==> config.mk <==
export PLATFORM = sky130hd
export DESIGN_NAME = serial_adder_ctrl
export DESIGN_NICKNAME = d
export VERILOG_FILES = /design/src/rtl/serial_adder_pkg.sv /design/src/rtl/full_adder_structural.sv /design/src/rtl/serial_adder_ctrl.sv
export SDC_FILE = /design/constraint.sdc
export NUM_CORES = 1
export LEC_CHECK = 0
export CORE_MARGIN = 2
export CORE_UTILIZATION = 40
export CTS_BUF_LIST = sky130_fd_sc_hd__clkbuf_8
export DETAILED_ROUTE_END_ITERATION = 10
export GPL_TIMING_DRIVEN = 0
export PLACE_DENSITY = 0.77
export SLEW_MARGIN = 20
export SYNTH_ARGS = -nofsm -noshare
export SYNTH_HDL_FRONTEND = slang
export SYNTH_SLANG_ARGS = --single-unit
==> constraint.sdc <==
create_clock -name clk -period 1.97 [get_ports clk]
set_clock_uncertainty 0.15 [all_clocks]
set_input_delay 0.2955 -clock clk [delete_from_list [all_inputs] [get_ports clk]]
set_output_delay 0.2955 -clock clk [all_outputs]
set_load 0.005 [all_outputs]
==> src/rtl/serial_adder_pkg.sv <==
// Shared types and helpers for the bit-serial adder controller.
package serial_adder_pkg;

  typedef enum logic [1:0] {
    ST_IDLE = 2'd0,
    ST_RUN  = 2'd1,
    ST_DONE = 2'd2
  } state_e;

  // Bit counter width: enough to hold WIDTH-1, never narrower than one bit.
  function automatic int cnt_width(input int width);
    return (width > 1) ? $clog2(width) : 1;
  endfunction

endpackage

==> src/rtl/full_adder_structural.sv <==
// One-bit full adder built from gate primitives; the only arithmetic in the datapath.
module full_adder_structural (
  input  logic a,
  input  logic b,
  input  logic cin,
  output logic sum,
  output logic cout
);

  logic ab_x;
  logic ab_a;
  logic cx_a;

  xor g_x1 (ab_x, a, b);
  xor g_x2 (sum, ab_x, cin);
  and g_a1 (ab_a, a, b);
  and g_a2 (cx_a, ab_x, cin);
  or  g_o1 (cout, ab_a, cx_a);

endmodule

==> src/rtl/serial_adder_ctrl.sv <==
// Bit-serial adder: accepts two WIDTH-bit operands, pushes one bit pair per cycle
// through a single full adder (LSB first) and presents sum/cout/ovf on a handshake.
module serial_adder_ctrl
  import serial_adder_pkg::*;
#(
  parameter int WIDTH = 8
) (
  input  logic             clk,
  input  logic             rst_n,
  input  logic             in_valid,
  output logic             in_ready,
  input  logic [WIDTH-1:0] a,
  input  logic [WIDTH-1:0] b,
  input  logic             cin,
  output logic             out_valid,
  input  logic             out_ready,
  output logic [WIDTH-1:0] sum,
  output logic             cout,
  output logic             ovf,
  output logic             busy
);

  localparam int CW = cnt_width(WIDTH);

  state_e           state_q;
  state_e           state_d;
  logic [WIDTH-1:0] a_sh;
  logic [WIDTH-1:0] b_sh;
  logic [WIDTH-1:0] sum_sh;
  logic             carry_q;
  logic             msb_cin_q;
  logic [CW-1:0]    bit_cnt;
  logic             fa_sum;
  logic             fa_cout;
  logic             accept;
  logic             last_bit;

  full_adder_structural u_fa (
    .a    (a_sh[0]),
    .b    (b_sh[0]),
    .cin  (carry_q),
    .sum  (fa_sum),
    .cout (fa_cout)
  );

  assign in_ready  = (state_q == ST_IDLE);
  assign out_valid = (state_q == ST_DONE);
  assign busy      = (state_q != ST_IDLE);
  assign accept    = in_valid && in_ready;
  assign last_bit  = (bit_cnt == CW'(WIDTH - 1));

  assign sum  = sum_sh;
  assign cout = carry_q;
  assign ovf  = msb_cin_q ^ carry_q;

  // NOTE: every always_comb output gets a default before the case so no path
  // leaves it unassigned, which would otherwise infer a latch.
  always_comb begin
    state_d = state_q;
    case (state_q)
      ST_IDLE: if (accept)    state_d = ST_RUN;
      ST_RUN:  if (last_bit)  state_d = ST_DONE;
      ST_DONE: if (out_ready) state_d = ST_IDLE;
      default:                state_d = ST_IDLE;
    endcase
  end

  // NOTE: sequential state uses non-blocking assignments so every register
  // samples the pre-edge values regardless of statement order.
  always_ff @(posedge clk or negedge rst_n) begin
    if (!rst_n) begin
      state_q <= ST_IDLE;
    end else begin
      state_q <= state_d;
    end
  end

  always_ff @(posedge clk or negedge rst_n) begin
    if (!rst_n) begin
      a_sh      <= '0;
      b_sh      <= '0;
      sum_sh    <= '0;
      carry_q   <= 1'b0;
      msb_cin_q <= 1'b0;
      bit_cnt   <= '0;
    end else begin
      case (state_q)
        ST_IDLE: begin
          if (accept) begin
            a_sh    <= a;
            b_sh    <= b;
            carry_q <= cin;
            bit_cnt <= '0;
          end
        end
        ST_RUN: begin
          a_sh    <= a_sh >> 1;
          b_sh    <= b_sh >> 1;
          // New sum bit enters at the MSB; after WIDTH shifts bit 0 sits at the LSB.
          sum_sh  <= (sum_sh >> 1) | (WIDTH'(fa_sum) << (WIDTH - 1));
          carry_q <= fa_cout;
          bit_cnt <= bit_cnt + 1'b1;
          if (last_bit) begin
            msb_cin_q <= carry_q;
          end
        end
        default: ;
      endcase
    end
  end

endmodule

Yosys cells after proc, flatten, opt, wreduce, memory -nomap -nowiden
Index checks and enable logic that the tools add are counted. W data, S select, Z words.

Bits in registers: 31. Input bits: 21. Output and inout port bits: 13. Word-level logic and storage cells: 40.

$add $sub $neg: 1. Eq/ne operators: 6. Mux-type cells: 12. Bitwise operators: 7. Reduce and logical (&&, ||, !) cells: 7.

Operators by type and width (count): $pmux W8 S2 (2); $mux W8 (2); $or A7 B8 Y8 (1); $mux W2 (3); $pmux W2 S3 (1); $pmux W3 S2 (1); $ne A2 B1 Y1 const B (2); $reduce_and A2 Y1 (2); $reduce_bool A2 Y1 (2); $add A3 B1 Y3 const B (1); $eq A3 B3 Y1 const B (1); $mux W3 (1); $reduce_and A3 Y1 (1); $xor A1 B1 Y1 (3); $and A1 B1 Y1 (2); $eq A2 B1 Y1 const B (1); $eq A2 B2 Y1 const B (1); $logic_not A2 Y1 (1); $ne A2 B2 Y1 const B (1); $pmux W1 S2 (1); $logic_and A1 B1 Y1 (1); $mux W1 (1); $or A1 B1 Y1 (1).

Depth between registers and ports, before layout
Word-level depth: 4. Depth in mapped cells: 4.

Modules after synthesis
A second synthesis with hierarchy kept.

Cells, all modules: 154. Area, all modules: 1591.5 um^2.

By module, submodules not included: serial_adder_ctrl (instances 1, cells an instance 153, area an instance 1571.5 um^2, sequential area each 775.7 um^2); full_adder_structural (instances 1, cells an instance 1, area an instance 20.0 um^2, sequential area each 0.0 um^2).

Worst setup path after synthesis
No wires, ideal clock.

Kind: register to register. From: register state_q[1]. To: register carry_q (netlist: cout). Setup time: 0.123 ns. Arrival: 1.185 ns. Data required time: 1.697 ns. Setup slack: 0.513 ns. Cell stages (with the launch flop): 4. Buffers on the path: 1. Cells stage by stage: dfrtp_1 buf_4 or4b_1 o221a_2.

Cells in the longest elaborated chain, start to end: 4. Elaborated cells on any way between the ends: 7. Classes of those cells: 2 x eq/ne; 1 x mux; 4 x reduce/logical.

RTL lines: start: declaration (line serial_adder_ctrl.sv:25) `state_e state_q;`; start signal: assignment (line serial_adder_ctrl.sv:74) `state_q <= state_d;`; $logic_not A2 Y1 (line serial_adder_ctrl.sv:46, serial_adder_ctrl.sv:87); $logic_and A1 B1 Y1 (line serial_adder_ctrl.sv:49) `assign accept = in_valid && in_ready;`; $ne A2 B1 Y1 (no line); $reduce_and A2 Y1 (no line); end signal: assignment (line serial_adder_ctrl.sv:92) `carry_q <= cin;`; end signal: assignment (line serial_adder_ctrl.sv:101) `carry_q <= fa_cout;`; end: declaration (line serial_adder_ctrl.sv:30) `logic carry_q;`.

Several ways; a longest one is shown, not always the timed one. A chain may end at the register's enable or synchronous reset.

Worst setup path in the final report
From: register state_q[0]. To: output in_ready.

Cells in the longest elaborated chain, start to end: 1.

RTL lines: $logic_not A2 Y1 (line serial_adder_ctrl.sv:46) `assign in_ready = (state_q == ST_IDLE);`; end: declaration (line serial_adder_ctrl.sv:11) `output logic in_ready,`.

No other way between the ends.

==> impl_metrics.env <==
export IMPL_run_status="completed"
export IMPL_timing_critical_path_from_type="register"
export IMPL_post_route_min_period_ps=1880
export IMPL_cts_htree_levels=2
export IMPL_setup_violations_final=0
export IMPL_hold_path_class="register to register"
export IMPL_leakagePower_nw=0.853
export IMPL_detail_route_antenna_nets=0
export IMPL_p_seq_frac=0.383
export IMPL_timing_reg2reg_worst_path_depth=5
export IMPL_crit_path_max_fanout=6
export IMPL_floorplan_die_area_mm2=0.00423
export IMPL_grt_max_degree=32
export IMPL_final_hold_viol_count=0
export IMPL_max_vdd_ir_drop_mv=0.410
export IMPL_globalRouteOverflowTotal=0
export IMPL_detail_route_iter0_violations=73
export IMPL_syn_instance_count=105
export IMPL_fp_row_count=22
export IMPL_hpwl_after_detailed_placement_mm=2.10
export IMPL_placedCellCount=186
export IMPL_finalPower_w=0.00304
export IMPL_criticalPathCategory="register to output port"
export IMPL_met2_global_route_usage=0.267
export IMPL_grt_setup_unrepaired="false"
export IMPL_sequential_to_total_area_share_from_yosys_stat=0.521
export IMPL_cp_data_required_time_ps=1520
export IMPL_synthesized_netlist_net_count=129
export IMPL_layoutNonFillerInstCount=198
export IMPL_yosysWarnings=0
export IMPL_power_switching_share=0.295
export IMPL_drt_first_pass_iters=4
export IMPL_initial_core_util=0.410
export IMPL_ios=34
export IMPL_synth_avg_cell_area_um2=14.2
export IMPL_synthesis_area_mm2=0.00149
export IMPL_cts_root_buffer_cell="clkbuf_8"
export IMPL_cts_buffer_depth=2
export IMPL_grt_busiest_layer="met2"
export IMPL_cp_end_kind="output port"
export IMPL_via_count_of_the_first_global_routing_pass=1067
export IMPL_antenna_cells=0
export IMPL_fmax_mhz=532
export IMPL_internal_power_w=0.00214
export IMPL_clock_sinks=31
export IMPL_fin_worst_hold_slack_ps=339
export IMPL_routed_wire_length_per_instance_um=15.3
export IMPL_dr_vias=1052
export IMPL_slew_headroom=0.542
export IMPL_place_congestion=0.751
export IMPL_final_net_count=173
export IMPL_antenna_found_initial=0
export IMPL_numCtsBuffers=5
export IMPL_drive_gt1_frac=0.320
export IMPL_final_period_utilization=0.954
export IMPL_detail_route_vias_per_cell=5.31
export IMPL_grtUsageMet3=0.0434
export IMPL_post_detailed_routing_wire_length_mm=3.03
export IMPL_p_switching_w=0.000897
export IMPL_synth_largest_area_cell="dfrtp_1"
export IMPL_place_area_mm2=0.00188
export IMPL_finalSetupTns_ps=0
export IMPL_timing_final_max_slew_violations=0
export IMPL_grt_pass1_wl_mm=5.18
export IMPL_core_area_mm2=0.00363
export IMPL_cts_clk_pin_slew_worst_paths_ps=60
export IMPL_layout_cells_most_common_list="clkdlybuf4s50_1, dfrtp_1, or4b_1, o221a_2, clkbuf_8"
export IMPL_floorplan_die_width_um=65.0
export IMPL_area_growth_pct=34.8
export IMPL_max_cap_violations=0
export IMPL_synth_top_cell_area_share=0.521
export IMPL_tritoncts_clock_tree="done"
export IMPL_io_buffers=33
export IMPL_pwr_share_clk=0.177
export IMPL_post_synth_num_cell_types=27
export IMPL_timing_hold_worst_path_depth=1
export IMPL_grt_use_met1=0.200
export IMPL_ys_seq_elements=31
export IMPL_layout_cells_most_common="clkdlybuf4s50_1"
export IMPL_die_height_um=65.0
export IMPL_share_comb_of_total_power=0.440
export IMPL_detail_route_drc_violations=0
export IMPL_power_density_over_the_cells_mw_per_mm2=1510
export IMPL_globalRouteTotalUtil=0.163
export IMPL_fin_area_mm2=0.00201
export IMPL_timing_worst_slew_pin_value_ps=687
export IMPL_worst_ep_arrival_time_ps=1430
export IMPL_worstSkewPairLatency_ps=280
export IMPL_synth_top_cells_by_area="dfrtp_1, o221a_2, or4b_1, mux2_4, mux2_2"
registers in the layout (all words and copies together) (netlist names):
name	flops
b_sh	8
sum	8
cout	1
msb_cin_q	1
a_sh	8
state_q	2
bit_cnt	3
kinds of logic after synthesis:
family / Yosys count / share of synthesized area
and+or+nand+nor: 24 / 0.147
DFF: 31 / 0.521
adders and majority gates: 3 / 0.0302
buffers and inverters: 13 / 0.0563
muxes: 10 / 0.0848
AOI/OAI and AO/OA: 23 / 0.155
xor gates and xnor gates: 1 / 0.00588
Yosys cell counts, drive strengths merged:
master	number
dfrtp	31
nand3b	1
inv	2
mux2i	1
nor3b	2
or2	1
a22o	2
o21ai	1
xor2	1
o21ba	1
a211o	2
nor4bb	2
o21bai	1
or4b	15
o221a	15
clkbuf	4
buf	7
mux2	9
and2b	1
fa	1
a21oi	1
nand2b	2
ha	2
what timing repair did:
item / CTS / global route
setup buffers: 2 / 2
hold endpoints to repair: 31 / 0
gates resized for setup: 4 / 0
hold buffers: 1 / 0
setup endpoints to repair: 3 / 1
pin swaps: 0 / 0
path summary, 6_finish.rpt:
check	startpoint	to	slack, ps
setup / recovery	state_q[0]	in_ready	90
hold / removal	bit_cnt[0]	bit_cnt[0]	340
setup reg to reg	state_q[0]	cout	160
hold reg to reg	bit_cnt[0]	bit_cnt[0]	340
max in group asynchronous	rst_n	state_q[1]	740
min in group asynchronous	rst_n	b_sh[2]	440
power by group through the flow:
| stage | combinational, W | sequential (W) | clock, W |
|---|---|---|---|
| global route | 0.00146 | 0.00121 | 0.000579 |
| detailed placement | 0.00132 | 0.00118 | 0 |
| global placement | 0.00128 | 0.00116 | 0 |
| finish | 0.00134 | 0.00116 | 0.000538 |
| CTS | 0.00133 | 0.00117 | 0.000552 |
| floorplan | 0.000869 | 0.00113 | 0 |
critical path, stage by stage, from the launching register on:
cell,delay (ps)
dfrtp_2,440
buf_4,150
or2_2,280
inv_1,50
dlygate4sd2_1,220
cell type report:
type | count | area, um^2
buffer | 10 | 68.8
clock inverter | 1 | 3.75
timing repair buffer | 38 | 363
inverter | 2 | 7.51
tap | 48 | 60.1
multi-input combinational | 61 | 631
clock buffer | 7 | 96.3
sequential | 31 | 778
fill | 308 | 1630
layer usage:
layer / share of wire / vias to the layer above
met1: 0.45 / 520
met5: 0 / -
met3: 0.044 / 6
met2: 0.48 / 22
met4: 0.022 / 0
li1: - / 504
stage by stage:
stage | util | setup WS (ps)
detailed placement | 0.516 | -37.2
global route | 0.553 | 22.8
floorplan | - | 513
CTS | 0.549 | 37.2
finish | 0.553 | 90.9
global placement | 0.518 | -60.8
Note: power is estimated with default switching activity, not from simulation.
